--- config.mk ---
export PLATFORM = sky130hd
export DESIGN_NAME = mmio_bridge
export DESIGN_NICKNAME = d
export VERILOG_FILES = /design/src/rtl/mmio_bridge.sv
export SDC_FILE = /design/constraint.sdc
export NUM_CORES = 1
export LEC_CHECK = 0
export CAP_MARGIN = 40
export CORE_ASPECT_RATIO = 2
export CORE_MARGIN = 2
export CORE_UTILIZATION = 43
export DETAILED_ROUTE_END_ITERATION = 7
export PLACE_DENSITY = 0.94
export REMOVE_ABC_BUFFERS = 1
export SETUP_SLACK_MARGIN = 0.15
export SLEW_MARGIN = 5
export SYNTH_ARGS = -nofsm -noshare
export SYNTH_HDL_FRONTEND = slang
export SYNTH_SLANG_ARGS = --single-unit
--- constraint.sdc ---
create_clock -name clk -period 2.9 [get_ports clk]
set_input_delay 0.29 -clock clk [delete_from_list [all_inputs] [get_ports clk]]
set_output_delay 0.29 -clock clk [all_outputs]
set_load 0.03 [all_outputs]
--- src/rtl/mmio_bridge.sv ---
// Single-master MMIO bridge: decodes a CPU load/store onto one of NSLV slave
// windows, inserts per-slave wait states and returns aligned, extended data.
module mmio_bridge #(
  parameter int                 NSLV          = 4,
  parameter logic [NSLV*32-1:0] SLV_BASE      = {32'h7f50, 32'h7f60, 32'h7f00, 32'h0},
  parameter logic [NSLV*32-1:0] SLV_LIMIT     = {32'h7f57, 32'h7f73, 32'h7f0b, 32'h2fff},
  parameter logic [NSLV*4-1:0]  SLV_WAIT      = {4'd0, 4'd0, 4'd0, 4'd1},
  parameter logic [NSLV-1:0]    SLV_WORD_ONLY = 4'b0100,
  parameter logic [NSLV-1:0]    SLV_RO        = 4'b0000,
  parameter logic [4:0]         EXC_ADEL      = 5'd4,
  parameter logic [4:0]         EXC_ADES      = 5'd5
) (
  input  logic               clk,
  input  logic               rst,
  input  logic               req_valid,
  input  logic               req_write,
  input  logic [1:0]         req_size,
  input  logic               req_signed,
  input  logic [31:0]        req_addr,
  input  logic [31:0]        req_wdata,
  output logic               req_ready,
  output logic               resp_valid,
  output logic [31:0]        resp_rdata,
  output logic [4:0]         resp_exc,
  output logic [NSLV-1:0]    s_sel,
  output logic               s_we,
  output logic [3:0]         s_byteen,
  output logic [31:0]        s_addr,
  output logic [31:0]        s_wdata,
  input  logic [NSLV*32-1:0] s_rdata
);

  // state     | meaning
  // ST_IDLE   | ready for a request, decode on acceptance
  // ST_ACCESS | first slave cycle, write strobe for stores
  // ST_WAIT   | extra wait-state cycles until count == W
  // ST_RESP   | one-cycle completion pulse
  typedef enum logic [1:0] {ST_IDLE, ST_ACCESS, ST_WAIT, ST_RESP} state_t;

  state_t state_q, state_d;

  logic [3:0]      cnt_q, wait_q;
  logic [NSLV-1:0] sel_q;
  logic [31:0]     addr_q, wdata_q, rdata_q;
  logic [1:0]      size_q;
  logic            signed_q, write_q;
  logic [3:0]      be_q;
  logic [4:0]      exc_q;

  logic            hit, hit_wo, hit_ro;
  logic [NSLV-1:0] hit_oh;
  logic [3:0]      hit_wait;
  logic            misaligned, exc_any, accept, active, last;
  logic [3:0]      be_d;
  logic [31:0]     wrep_d, rd_mux, rd_ext;

  // Walk downward so the lowest matching window is the one that sticks.
  always_comb begin
    hit      = 1'b0;
    hit_oh   = '0;
    hit_wait = 4'd0;
    hit_wo   = 1'b0;
    hit_ro   = 1'b0;
    for (int i = NSLV - 1; i >= 0; i--) begin
      if (req_addr >= SLV_BASE[32*i +: 32] && req_addr <= SLV_LIMIT[32*i +: 32]) begin
        hit       = 1'b1;
        hit_oh    = '0;
        hit_oh[i] = 1'b1;
        hit_wait  = SLV_WAIT[4*i +: 4];
        hit_wo    = SLV_WORD_ONLY[i];
        hit_ro    = SLV_RO[i];
      end
    end
  end

  always_comb begin
    misaligned = (req_size == 2'd1 && req_addr[0]) || (req_size[1] && req_addr[1:0] != 2'd0);
    exc_any    = 1'b0;
    if (misaligned)                  exc_any = 1'b1;
    else if (!hit)                   exc_any = 1'b1;
    else if (hit_wo && !req_size[1]) exc_any = 1'b1;
    else if (hit_ro && req_write)    exc_any = 1'b1;
  end

  always_comb begin
    be_d   = 4'b1111;
    wrep_d = req_wdata;
    case (req_size)
      2'd0: begin
        be_d   = 4'b0001 << req_addr[1:0];
        wrep_d = {4{req_wdata[7:0]}};
      end
      2'd1: begin
        be_d   = req_addr[1] ? 4'b1100 : 4'b0011;
        wrep_d = {2{req_wdata[15:0]}};
      end
      default: ;
    endcase
  end

  always_comb begin
    rd_mux = 32'd0;
    for (int i = 0; i < NSLV; i++)
      if (sel_q[i]) rd_mux = rd_mux | s_rdata[32*i +: 32];
  end

  always_comb begin
    rd_ext = rd_mux;
    case (size_q)
      2'd0: begin
        logic [7:0] b;
        b      = 8'(rd_mux >> {addr_q[1:0], 3'b000});
        rd_ext = signed_q ? {{24{b[7]}}, b} : {24'd0, b};
      end
      2'd1: begin
        logic [15:0] h;
        h      = addr_q[1] ? rd_mux[31:16] : rd_mux[15:0];
        rd_ext = signed_q ? {{16{h[15]}}, h} : {16'd0, h};
      end
      default: ;
    endcase
  end

  assign accept = req_valid && (state_q == ST_IDLE);
  assign active = (state_q == ST_ACCESS) || (state_q == ST_WAIT);
  assign last   = active && (cnt_q == wait_q);

  always_ff @(posedge clk) begin
    if (rst) state_q <= ST_IDLE;
    else     state_q <= state_d;
  end

  always_comb begin
    state_d = state_q;
    case (state_q)
      ST_IDLE:             if (accept) state_d = exc_any ? ST_RESP : ST_ACCESS;
      ST_ACCESS, ST_WAIT:  state_d = last ? ST_RESP : ST_WAIT;
      ST_RESP:             state_d = ST_IDLE;
      default:             state_d = ST_IDLE;
    endcase
  end

  always_ff @(posedge clk) begin
    if (rst) begin
      cnt_q    <= 4'd0;
      wait_q   <= 4'd0;
      sel_q    <= '0;
      addr_q   <= 32'd0;
      wdata_q  <= 32'd0;
      rdata_q  <= 32'd0;
      size_q   <= 2'd0;
      signed_q <= 1'b0;
      write_q  <= 1'b0;
      be_q     <= 4'd0;
      exc_q    <= 5'd0;
    end else if (accept) begin
      cnt_q    <= 4'd0;
      wait_q   <= hit_wait;
      sel_q    <= exc_any ? '0 : hit_oh;
      addr_q   <= req_addr;
      wdata_q  <= wrep_d;
      rdata_q  <= 32'd0;
      size_q   <= req_size;
      signed_q <= req_signed;
      write_q  <= req_write;
      be_q     <= be_d;
      exc_q    <= exc_any ? (req_write ? EXC_ADES : EXC_ADEL) : 5'd0;
    end else if (last) begin
      rdata_q <= write_q ? 32'd0 : rd_ext;
    end else if (active) begin
      cnt_q <= cnt_q + 4'd1;
    end
  end

  always_comb begin
    req_ready  = (state_q == ST_IDLE);
    resp_valid = (state_q == ST_RESP);
    resp_exc   = (state_q == ST_RESP) ? exc_q : 5'd0;
    resp_rdata = (state_q == ST_RESP) ? rdata_q : 32'd0;
    s_sel      = active ? sel_q : '0;
    s_we       = (state_q == ST_ACCESS) && write_q;
    s_byteen   = ((state_q == ST_ACCESS) && write_q) ? be_q : 4'd0;
    s_addr     = addr_q;
    s_wdata    = wdata_q;
  end

endmodule

-- Word level (Yosys, flattened, before mapping)
Cells that the tools add are included.
- bits in registers: 123
- output and inout port bits: 112
- $add $sub $neg: 1
- $lt $le $gt $ge: 8
- equal/unequal tests: 7
- shift operators: 2
- muxes and demuxes: 38
- bitwise operators: 4
- reduce and logical (&&, ||, !) cells: 20
- operator list (cell ; count):
    $mux W32 ; 8
    $pmux W32 S2 ; 2
    $ge A32 B15 Y1 const B ; 3
    $le A32 B15 Y1 const B ; 3
    $or A32 B32 Y32 ; 3
    $ge A32 B1 Y1 const B ; 1
    $le A32 B14 Y1 const B ; 1
    $mux W4 ; 8
    $shr A32 B5 Y8 ; 1
    $mux W16 ; 1
    $mux W1 ; 13
    $logic_and A1 B1 Y1 ; 10
    $pmux W4 S2 ; 1
    $eq A2 B1 Y1 const B ; 3
    $logic_not A2 Y1 ; 3
    $pmux W2 S3 ; 1
    $mux W5 ; 1
    $add A4 B1 Y4 const B ; 1
    $eq A2 B2 Y1 const B ; 2
    $eq A4 B4 Y1 ; 1
    $mux W2 ; 2
    $reduce_or A2 Y1 ; 2
    $shl A1 B2 Y4 const A ; 1
    $mux W3 ; 1
    6 further kinds ; 7

-- Longest topological paths before layout
Gate-level depths: netlist of run 1.
- depth after elaboration: 12
- mapped depth: 9
- gate-level depth less buffers: 8

-- Worst setup path before layout of run 1
No wires, ideal clock.
- path kind: register to register
- start point: register state_q[0]
- end point: register rdata_q[20]
- setup time: 0.059 ns
- data arrival time: 2.013 ns
- required time: 2.841 ns
- path slack: 0.828 ns
- cell stages (with the launch flop): 10
- path buffers: 1
- period minus slack after synthesis: 2.072 ns
- cells stage by stage: dfxtp_1 inv_1 ha_1 nand2_1 nand2_1 nor3_1 o21ai_0 a21oi_4 buf_6 a22o_1
- cells in the longest elaborated chain, start to end: 3
- ends and longest elaborated chain (element ; line ; source):
    start: declaration ; 40 ; state_t state_q, state_d;
    start signal: assignment ; 130 ; else state_q <= state_d;
    $logic_not A2 Y1 ; n/a ;
    net req_ready ; 21 ; output logic req_ready,
    $logic_and A1 B1 Y1 ; 124 ; assign accept = req_valid && (state_q == ST_IDLE);
    $reduce_or A2 Y1 (no line) ; n/a ;
    end signal: assignment ; 169 ; rdata_q <= write_q ? 32'd0 : rd_ext;
    end: declaration ; 44 ; logic [31:0] addr_q, wdata_q, rdata_q;
The timed path passes the listed nets, and every way through them passes these cells.
A chain may end at the register's enable or synchronous reset.

-- Worst setup path after layout of run 1
- start point: register state_q[0]
- end point: output resp_rdata[2]
- cells in the longest elaborated chain, start to end: 2
- ends and longest elaborated chain (element ; line ; source):
    $eq A2 B2 Y1 ; 179 ; resp_rdata = (state_q == ST_RESP) ? rdata_q : 32'd0;
    $mux W32 ; 179 ;
    end: declaration ; 23 ; output logic [31:0] resp_rdata,
No other way between the ends.

==> flow_summary.yaml, run 1 <==
outcome:
  status: "complete, no violations"
clock_network:
  cts_buffers: 17
  clk_pin_slew_ns: 0.05
  clock_latency_ns: 0.40
  htreeDepth: 4
  cts_resized: 0
  cts-root-buf: "clkbuf_16"
  postCtsSetupRepairBufs: 0
  clock_path_buffers: 2
  tritoncts: "yes"
  clock_sinks: 117
  hold_buffers: 0
drt:
  routed_via_density: 5.523
  drc_errors: 0
  drtPass1Iterations: 5
  drt_first_iter_violations: 261
  post_drt_wl_per_cell_um: 18.18
  wirelength_um: 22830
  num_vias: 6937
  ant_nets: 0
placed_design:
  placed_cells: 1227
  dp_slack_ns: 0.3573
  place.gp.congestion: 0.9714
  dp_hpwl_um: 17300
  placed_area_sq_um: 9215
  portBuffers: 307
run:
  drv_cap: 0
final_layout:
  syn_to_final_growth_pct: 63.51
  final_nets: 1261
  num_antenna_cells: 0
  drive_above_1_share_pct: 5.530
  fin_area_sq_um: 9838
  finalNonFillerCells: 1256
setup_path:
  crit_path_max_incr_delay_ns: 0.76
  worst-path-max-fanout: 35
  critPathArrivalTime_ns: 2.24
  worstPathRequired_ns: 2.61
  worst_setup_path_start_kind: "flip-flop"
  cp_slowest_cell: "clkdlybuf4s50_1"
  critPathCaptureType: "primary output"
  cp_cell_sequence: "ha_1, buf_4, and2_1, clkdlybuf4s50_1"
  critPathKind: "flip-flop to primary output"
  crit_family: "buffers and inverters"
  path_buf_inv: 2
floorplan:
  die_y_um: 171.3
  initial_core_util_pct: 43.56
  dieArea_sq_um: 15010
  top_level_ports: 311
  die_w_um: 87.65
  row_count: 61
  core-area_sq_um: 13810
timing:
  worst_pin_slew_ns: 0.7746
  hold_viol: 0
  slew_violations: 0
  slew_headroom_pct: 47.03
  fin_ws_ns: 0.3665
  tns_ns: 0
  period_minus_slack_ns: 2.533
  fin_hold_ws_ns: 0.3494
  fin_skew_ns: 0.01136
  fmax_ghz: 0.3947
  rsz0062_at_grt: "false"
  post-route-period-util_pct: 87.36
  setup_viol: 0
power:
  p_leak_nw: 3.656
  p_sw_share_pct: 34.39
  power_switching_mw: 2.269
  combPwrFrac_pct: 35.6
  p_int_mw: 4.329
  ir_worst_vdd_mv: 0.4902
  clkPwrFrac_pct: 33.9
  p_seq_share_pct: 30.5
  pwr_density_cell_nw_per_um2: 670.7
grt:
  grt-ovfl-total: 0
  grt_pass1_vias: 6753
  grt_first_pass_wirelength_um: 33960
  antenna_found_initial: 0
  grtUsageTotal_pct: 29.35
  grt_max_degree: 76
synthesis:
  netlist_instances: 777
  yosys.area.top_type_share_pct: 38.93
  synth-main-ff-cell: "dfxtp_1"
  synth.distinct_cells: 47
  synth_top_family_by_area: "compound AO/OA/AOI/OAI gates"
  synth_commonest_cells: "179 x nand2_1, 117 x dfxtp_1, 75 x a21oi_1"
  synth_mux_area_share_pct: 3.369
  synth_edf_count: 0
  synth-seq-cells: 117
  yosysSeqAreaShare_pct: 38.93
  synth_most_common_cell: "nand2_1"
  synth_simple_gate_area_share_pct: 22.58
  synth_area_sq_um: 6017
  synth_compound_area_share_pct: 28.41
  synth_area_per_cell_sq_um: 7.744
  synthAdderAreaFrac_pct: 1.040
  yosys.area_share.xor_xnor_pct: 0.5822
  ys_warn_count: 0
  ys_async_sr_fraction_pct: 0
  synthTopCellsByArea: "dfxtp_1 39%, nand2_1 11%, a21oi_1 6.2%"
  synth_top_area_cell: "dfxtp_1"
min_path:
  min_path_type: "input pin to flip-flop"
## tightest hold or removal path: cells and delay by family
family | cells | cell delay (ns)
AO/OA/AOI/OAI | 2 | 0.15
buffers and inverters | 2 | 0.26
## cell type report
class	count	area [sq um]
Fill cell	1038	3976
Tap cell	189	236.5
Clock inverter	11	183.9
Sequential cell	117	2342
Clock buffer	18	439.2
Inverter	6	22.52
Multi-Input combinational cell	589	3387
Timing Repair Buffer	326	3227
## layout by cell type (no fill, tap or decap), types with 2 or more instances in the layout
cell type        count
a211oi_1            12
nand3b_1             2
nand4_1              2
inv_1                6
a22oi_1             37
a21o_1               7
mux2i_1             18
conb_1               3
o211ai_1             4
and3_1               5
xor2_1               4
a22o_1              31
clkdlybuf4s50_1    306
clkbuf_16           17
nor3_1               6
buf_4               17
ha_1                 5
nand2_1            178
a32o_1               8
and2_1              40
nor4_1               4
nor2_1              42
bufinv_16            5
dfxtp_1            117
nand2b_1             6
a221oi_1            13
a2111oi_0            3
a311oi_1            12
nor2b_1              3
nand3_1             11
clkinv_2             5
a21oi_1             75
o21ai_0             41
## power by group through the flow
stage | Sequential, mW | Combinational, mW | Clock [mW]
after global routing | 2.05 | 2.52 | 2.34
after global placement | 2.03 | 2.28 | 0
after detailed placement | 2.04 | 2.34 | 0
after CTS | 2.01 | 2.35 | 2.27
after floorplan | 2.37 | 0.873 | 0
final | 2.01 | 2.35 | 2.24
## cells by family after synthesis
kind of cell,after synthesis
XOR/XNOR,4
AO/OA/AOI/OAI,251
other,1
buffers and inverters,73
adder cells (fa/ha/maj),5
AND/OR/NAND/NOR,307
flip-flops,117
multiplexers,19
## path summary, 6_finish.rpt
| kind | from | cells past startpoint | to | slack, ns |
|---|---|---|---|---|
| worst min-delay path | rst | 4 | be_q[0] | 0.35 |
| worst min register to register | rdata_q[4] | 2 | rdata_q[4] | 0.45 |
| worst max-delay path | state_q[0] | 4 | resp_rdata[2] | 0.37 |
| worst max register to register | sel_q[0] | 6 | rdata_q[17] | 0.51 |
## layer usage
layer / GRT usage [%] / vias to the layer above / routed length [um]
li1: - / 3325 / -
met1: 27.93 / 3218 / 7739
met2: 54.58 / 320 / 12210
met3: 6.622 / 74 / 1500
met4: 18.39 / 0 / 1375
met5: 0 / - / 0
## state kept, by name, summed over array words and instances, names as in the netlist
signal and cells:
rdata_q 32, s_addr 32, s_wdata 32, be_q 4, cnt_q 4, sel_q 4
exc_q 2, size_q 2, state_q 2, signed_q 1, wait_q 1, write_q 1
## metrics by stage
step	utilization, %	power (mW)
after floorplan	-	3.243
after global placement	66.62	4.315
after detailed placement	66.71	4.380
after CTS	71.22	6.630
after global routing	71.22	6.914
final	71.22	6.598
(Power assumes the default switching activity.)
==> run 2: changes to the inputs <==
- CORE_UTILIZATION: 43 -> 36
- PLACE_DENSITY: 0.94 -> 0.85
- clock period: 2.9 -> 2.15 ns (I/O delays scaled with it)
==> run 2 against run 1 <==
Compared with the run above:
- critical endpoint is now rdata_q[30]
- clock skew decreased by 0.0060 ns
- clock power increased by 17%
- sequential power increased by 34%
- largest cell class is now buffers
- critical path type is now flip-flop to flip-flop
==> flow_summary.yaml, run 2 (same netlist as run 1, synthesis figures left out) <==
setup_path:
  critPathArrivalTime_ns: 2.35
  worst_setup_path_start_kind: "flip-flop"
  cp_slowest_cell: "mux4_2"
  worst-path-max-fanout: 16
  crit_path_max_incr_delay_ns: 0.50
  worstPathRequired_ns: 2.50
  critPathKind: "flip-flop to flip-flop"
  critPathCaptureType: "flip-flop"
  cp_cell_sequence: "a221oi_1, mux4_2, or3_4, a21oi_4, buf_12, a22o_1"
timing:
  worst_pin_slew_ns: 0.7993
  fmax_ghz: 0.5008
  slew_violations: 0
  setup_viol: 0
  hold_viol: 0
  fin_skew_ns: 0.005348
  post-route-period-util_pct: 92.88
  rsz0062_at_grt: "true"
  period_minus_slack_ns: 1.997
  slew_headroom_pct: 45.33
  tns_ns: 0
clock_network:
  htreeDepth: 4
  postCtsSetupRepairBufs: 0
  cts_buffers: 17
  clk_pin_slew_ns: 0.05
  clock_sinks: 117
  cts-root-buf: "clkbuf_16"
  tritoncts: "yes"
  clock_path_buffers: 2
  clock_latency_ns: 0.41
power:
  p_leak_nw: 3.903
  p_sw_share_pct: 35.79
  combPwrFrac_pct: 38.9
  ir_worst_vdd_mv: 0.7796
  power_switching_mw: 3.108
  clkPwrFrac_pct: 30.1
  p_int_mw: 5.577
  p_seq_share_pct: 31.0
  pwr_density_cell_nw_per_um2: 855.3
outcome:
  status: "complete, no violations"
drt:
  routed_via_density: 5.403
  post_drt_wl_per_cell_um: 18.16
  ant_nets: 0
  drtPass1Iterations: 5
  drc_errors: 0
  num_vias: 7018
  drt_first_iter_violations: 282
  wirelength_um: 23590
final_layout:
  final_nets: 1288
  drive_above_1_share_pct: 12.88
  final_cell_mix: "260 x clkdlybuf4s50_1, 177 x nand2_1, 113 x dfxtp_1"
  final_util_pct: 62.11
  mostFrequentLayoutCell: "clkdlybuf4s50_1"
  syn_to_final_growth_pct: 68.77
  fin_area_sq_um: 10150
  num_antenna_cells: 0
placed_design:
  portBuffers: 307
  dp_hpwl_um: 18060
  place.gp.congestion: 0.8816
  placed_area_sq_um: 9543
floorplan:
  core-area_sq_um: 16350
  initial_core_util_pct: 36.80
  die_w_um: 95.42
  die_y_um: 186.8
  dieArea_sq_um: 17830
  top_level_ports: 311
  row_count: 66
grt:
  grt-ovfl-total: 0
  grt_max_degree: 76
  antenna_found_initial: 0
  grt_pass1_vias: 6971
  grtUsageTotal_pct: 25.56
  grt_first_pass_wirelength_um: 35190
run:
  drv_cap: 0
min_path:
  min_path_type: "input pin to flip-flop"
[run 2: cell count changes in the layout (fill, tap and decap cells not counted), moves of 6 or more]
cell / previous run / this run
dlygate4sd2_1: 0 / 6
buf_12: 1 / 17
buf_4: 17 / 66
clkdlybuf4s50_1: 306 / 260
[run 2: metal layers]
layer | routed length (um) | track usage [%] | vias to the layer above
met5 | 0 | 0 | -
li1 | - | - | 3370
met4 | 1513 | 16.59 | 0
met3 | 1646 | 5.641 | 78
met1 | 7873 | 23.87 | 3245
met2 | 12560 | 47.51 | 325
[run 2: power groups by stage]
stage / logic, mW / registers [mW] / clock network, mW
floorplan: 1.18 / 3.20 / 0
global placement: 3.26 / 2.72 / 0
detailed placement: 3.33 / 2.74 / 0
CTS: 3.33 / 2.69 / 2.66
global route: 3.64 / 2.73 / 2.78
finish: 3.38 / 2.69 / 2.61
[run 2: final cells by class]
cell class	instances	area, sq um
clock buffer	20	466.7
clock inverter	10	82.58
fill	1423	6196
inverter	6	22.52
multi-input combinational	589	3448
sequential	117	2352
tap	204	255.2
timing repair buffer	353	3527
[run 2: repair_timing]
item	4_1_cts	5_1_grt
resized for setup	14	16
pin swaps	0	2
hold endpoints to repair	0	0
setup endpoints to repair	32	56
hold buffers	0	0
[run 2: worst paths after layout]
kind | depth (start not counted) | slack, ns | startpoint | endpoint
setup reg to reg | 6 | 0.15 | sel_q[2] | rdata_q[30]
hold reg to reg | 2 | 0.44 | rdata_q[9] | rdata_q[9]
setup / recovery | 6 | 0.15 | sel_q[2] | rdata_q[30]
hold / removal | 5 | 0.27 | rst | be_q[0]
[run 2: critical path, delay by kind of cell, from the launching register on]
kind	cells	cell delay, ns
flip-flops	1	0.44
AND/OR/NAND/NOR	1	0.36
buffers and inverters	1	0.16
AO/OA/AOI/OAI	3	0.47
multiplexers	1	0.50
[run 2: through the flow]
stage | worst slack, ns | std cells | power, mW | hold WS (ns)
after floorplan | -1.284 | 712 | 4.375 | 0.2841
after global placement | -0.1002 | 1268 | 5.982 | 0.4263
after detailed placement | -0.2469 | 1269 | 6.063 | 0.4340
after CTS | 0.1152 | 1299 | 8.687 | 0.2476
after global routing | 0.06013 | 1299 | 9.145 | 0.2672
final | 0.1530 | 1299 | 8.686 | 0.2674
